File: config.mk
export PLATFORM = sky130hd
export DESIGN_NAME = mips_register_file
export DESIGN_NICKNAME = d
export VERILOG_FILES = /design/src/rtl/mips_register_file.sv
export SDC_FILE = /design/constraint.sdc
export NUM_CORES = 2
export LEC_CHECK = 0
export CORE_MARGIN = 1
export CORE_UTILIZATION = 55
export CTS_BUF_LIST = sky130_fd_sc_hd__clkbuf_8
export DETAILED_ROUTE_END_ITERATION = 8
export HOLD_SLACK_MARGIN = 0.1
export MAX_ROUTING_LAYER = met4
export PLACE_DENSITY = 0.78
export SYNTH_ARGS = -nofsm -noshare
export SYNTH_HDL_FRONTEND = slang
export SYNTH_SLANG_ARGS = --single-unit
File: constraint.sdc
create_clock -name clk -period 8.55 [get_ports clk]
set_input_delay 1.2825 -clock clk [delete_from_list [all_inputs] [get_ports clk]]
set_output_delay 1.2825 -clock clk [all_outputs]
set_load 0.05 [all_outputs]
File: src/rtl/mips_register_file.sv
// 32x32 MIPS general-purpose register file.
// Two combinational read ports with write-through bypass, one write port whose
// destination comes from regDst (rt / rd / link register), and a small set of
// registered status flags describing the most recent write attempt.
// Register $0 is never written and always reads as zero.
module mips_register_file #(
  parameter int DATA_W   = 32,
  parameter int ADDR_W   = 5,
  parameter int LINK_REG = 31
) (
  input  logic              clk,
  input  logic              rst_n,
  input  logic              regWrite,
  input  logic [1:0]        regDst,
  input  logic [ADDR_W-1:0] rt,
  input  logic [ADDR_W-1:0] rd,
  input  logic [DATA_W-1:0] writedata,
  input  logic [ADDR_W-1:0] readReg1,
  input  logic [ADDR_W-1:0] readReg2,
  output logic [DATA_W-1:0] readData1,
  output logic [DATA_W-1:0] readData2,
  output logic [ADDR_W-1:0] lastWrAddr,
  output logic              lastWrValid,
  output logic              illegalDst
);

  localparam int DEPTH = 2 ** ADDR_W;

  logic [DATA_W-1:0] mem [DEPTH];

  logic [ADDR_W-1:0] wa;
  logic              wa_legal;
  logic              commit;

  // Destination decode; regDst==11 has no legal destination.
  always_comb begin
    wa       = '0;
    wa_legal = 1'b0;
    case (regDst)
      2'b00:   begin wa = rt; wa_legal = 1'b1; end
      2'b01:   begin wa = rd; wa_legal = 1'b1; end
      2'b10:   begin wa = ADDR_W'(LINK_REG); wa_legal = 1'b1; end
      default: begin wa = '0; wa_legal = 1'b0; end
    endcase
  end

  // A write commits only outside reset, to a legal, non-zero destination.
  // The same term gates the bypass so reset also suppresses forwarding.
  assign commit = rst_n && regWrite && wa_legal && (wa != '0);

  // Register array: cleared on reset, written one entry per committed write.
  always_ff @(posedge clk) begin
    if (!rst_n) begin
      for (int i = 0; i < DEPTH; i++) begin
        mem[i] <= '0;
      end
    end else if (commit) begin
      mem[wa] <= writedata;
    end
  end

  // Status flags describing the write attempt of the previous cycle.
  always_ff @(posedge clk) begin
    if (!rst_n) begin
      lastWrAddr  <= '0;
      lastWrValid <= 1'b0;
      illegalDst  <= 1'b0;
    end else begin
      if (commit) begin
        lastWrAddr <= wa;
      end
      lastWrValid <= commit;
      illegalDst  <= regWrite && (regDst == 2'b11);
    end
  end

  // Read ports: $0 reads zero, a same-cycle commit to the index is forwarded,
  // otherwise the stored value is returned.
  always_comb begin
    readData1 = mem[readReg1];
    readData2 = mem[readReg2];
    if (readReg1 == '0) begin
      readData1 = '0;
    end else if (commit && (readReg1 == wa)) begin
      readData1 = writedata;
    end
    if (readReg2 == '0) begin
      readData2 = '0;
    end else if (commit && (readReg2 == wa)) begin
      readData2 = writedata;
    end
  end

endmodule

==> summary.md <==
| Metric | Value |
|---|---|
| Synthesized area | 56800 um^2 |
| CTS tree | yes |
| Final net count | 4598 |
| Final setup skew | 0 ps |
| Leakage power figure | 22.5 nW |
| Layout cells sized above 1 | 23.1% |
| Grt ovf | 0 |
| Number of global-route vias before repair | 40900 |
| Vias per cell | 6.94 |
| Multiplexer share of the synthesized area | 20.6% |
| Initial DRC count | 6882 |
| Synth top area share | 54.2% |
| Largest family of logic cells by synthesized area | multiplexers |
| Syn_area_per_cell | 12.5 um^2 |
| Layout area overhead | 10.6% |
| Relative slew slack | 5.43% |
| Rows | 117 |
| Crit path kind | in -> out |
| First-pass GRT wire length | 288 mm |
| Distinct cell type count after synthesis | 61 |
| Largest net degree at the start of global routing | 145 |
| Top Ports | 128 |
| Drt drc | 0 |
| Final setup fails | 0 |
| Hold path depth | 2 |
| Hold Fails Final Rpt | 0 |
| Clk root buf | clkbuf_8 |
| Hold slack | 634 ps |
| Num CTS Buffers | 174 |
| Initial antenna violation count | 24 |
| Final ANT Viol Nets | 0 |
| Number of synthesized flops with an enable pin | 1024 |
| Worst path required time | 7270 ps |
| Largest area contributor in the netlist | edfxtp_1 |
| # Post-CTS Setup Buffers | 0 |
| Drt pass-1 iters | 8 |
| Sink count of the clock tree | 1031 |
| Pwr/cell area | 189 nW/um^2 |
| Fin. max-slew vios | 0 |
| Worst vdd ir | 0.140 mV |
| Post-Synth Adder-Cell Area | 0% |
| Maxcap violations | 0 |
| IO Port Bufs | 127 |
| Worst hold path type | reg -> reg |
| Hold buffer count at cts | 0 |
| Clock slew seen by the registers of the worst setup and hold paths | 60 ps |
| HPWL after detailed placement | 128 mm |
| Routed WL | 207 mm |
| Clk Latency, worst-skew pair | 880 ps |
| Initial Utilization | 55.6% |
| Reg2Reg Depth | 2 |
| Fmax | 0.127 GHz |
| Resized Gates After CTS | 0 |
| Setup tns final | 0 ps |
| Chip width | 323 um |
| Async SR Flop Fraction | 0% |
| Status | finished clean |
| Actual slew at the worst max-slew pin | 1420 ps |
| Final RePlAce weighted congestion | 1.03 |
| Post-synthesis compound-gate area fraction | 6.82% |
| Most common cell after layout, fill and taps aside | edfxtp_1 |
| Core Region | 102000 um^2 |
| Fin crit period | 7860 ps |
| Total GRT Usage | 40.6% |
| Nature of the critical path endpoint | primary output |
| Clk buf depth | 3 |
| Vias | 42100 |
| Synth area leaders | edfxtp_1, mux2_2, and2_1 |
| Die ar. | 105000 um^2 |
| Unrepaired setup endpoints after global routing | false |
| Seq cells post-synth | 1031 |
| Crit path arrival time | 6570 ps |
| Die H | 323 um |
| Simple-gate share of the synthesized area | 14.4% |
| Post-Syn Instances | 4527 |
| Most frequent cells in the layout | edfxtp_1, and2_1, mux2_2, mux2i_1, o22ai_1 |
| Post-synthesis xor/xnor area fraction | 0.154% |
| Worst Path Max Fanout | 16 |
| Period utilisation layout | 91.9% |
| Flop2flop setup slack | 7720 ps |
| Sequential cell area fraction in the yosys report | 54.4% |
| Wire length per cell | 34.2 um |
| Max H-tree Level | 4 |
| Yosys warns | 0 |
| CP startpoint kind | input pin |
| Ys flop type | edfxtp_1 |
==> area by class of cell <==
| type | count | area, um^2 |
|---|---|---|
| multi-input cells | 3057 | 24600 |
| well taps | 1368 | 1710 |
| clock buffers | 177 | 2440 |
| flip-flops and latches | 1031 | 30900 |
| diodes | 32 | 80.1 |
| inverters | 5 | 18.8 |
| clock inverters | 117 | 614 |
| repair buffers | 272 | 2430 |
| fillers | 7875 | 39200 |
==> state kept, by name (all words and copies together) (netlist names) <==
register / count
mem: 1024
lastWrAddr: 5
illegalDst: 1
lastWrValid: 1
==> critical path, stage by stage <==
cell and delay (ps):
clkdlybuf4s50_1 870, and2b_1 290, a2bb2oi_2 130, nand3_1 120, buf_4 250, o31ai_4 200
nor4_4 1130, buf_4 530, mux2i_1 770, clkdlybuf4s50_1 960
==> cell usage after synthesis, drive strengths merged, types with 5 or more instances <==
cell type / number
edfxtp: 1024
o22ai: 311
a21oi: 5
inv: 5
nor2b: 5
nor4: 63
clkbuf: 278
a2111oi: 63
a22oi: 65
xnor2: 9
nor2: 45
nand4: 66
o21ai: 34
mux4: 5
dfxtp: 7
nand2: 142
mux2: 624
buf: 187
nand2b: 6
a22o: 62
and2: 962
mux2i: 458
nand3: 14
nor3: 41
==> worst paths after layout <==
check	from	end
setup reg to reg	lastWrAddr[2]$_SDFFE_PN0P_	lastWrAddr[2]$_SDFFE_PN0P_
setup / recovery	regDst[0]	readData1[31]
hold / removal	lastWrAddr[3]$_SDFFE_PN0P_	lastWrAddr[3]$_SDFFE_PN0P_
hold reg to reg	lastWrAddr[3]$_SDFFE_PN0P_	lastWrAddr[3]$_SDFFE_PN0P_
==> kinds of logic (layout without fill, tap and decap cells) <==
group,after synthesis,in the layout
simple gates,1374,1374
mux,1087,1087
flops,1031,1031
compound gates,554,554
buf+inv,470,571
xor+xnor,10,10
other cells,1,64
==> metal layers <==
metal	global-route usage (%)	vias up	part of all wire, %
met5	-	-	0
met4	27.8	0	7.9
met3	13.7	960	15
met2	56.2	3662	42
met1	49.8	20400	35
li1	-	17000	-
==> through the flow <==
| stage | worst slack (ps) | util (%) | power (mW) | area (um^2) | instances |
|---|---|---|---|---|---|
| after detailed placement | 985 | 58.5 | 7.76 | 59700 | 5733 |
| after CTS | 985 | 61.5 | 11.8 | 62700 | 6027 |
| after floorplan | 3170 | - | 7.12 | 56900 | 4558 |
| after global routing | 692 | 61.5 | 12.1 | 62700 | 6042 |
| after global placement | 1070 | 58.5 | 7.73 | 59700 | 5733 |
| final | 695 | 61.5 | 11.9 | 62800 | 6059 |
==> where the power goes <==
part           switching (mW)  leakage, nW  total (mW)  internal (mW)
clock network            2.09         1.76        4.12           2.03
registers               0.139         9.80        5.98           5.84
logic                    1.14         11.0        1.75          0.613
total                    3.36         22.5        11.9           8.49
Power figures use the tool's default switching activity.
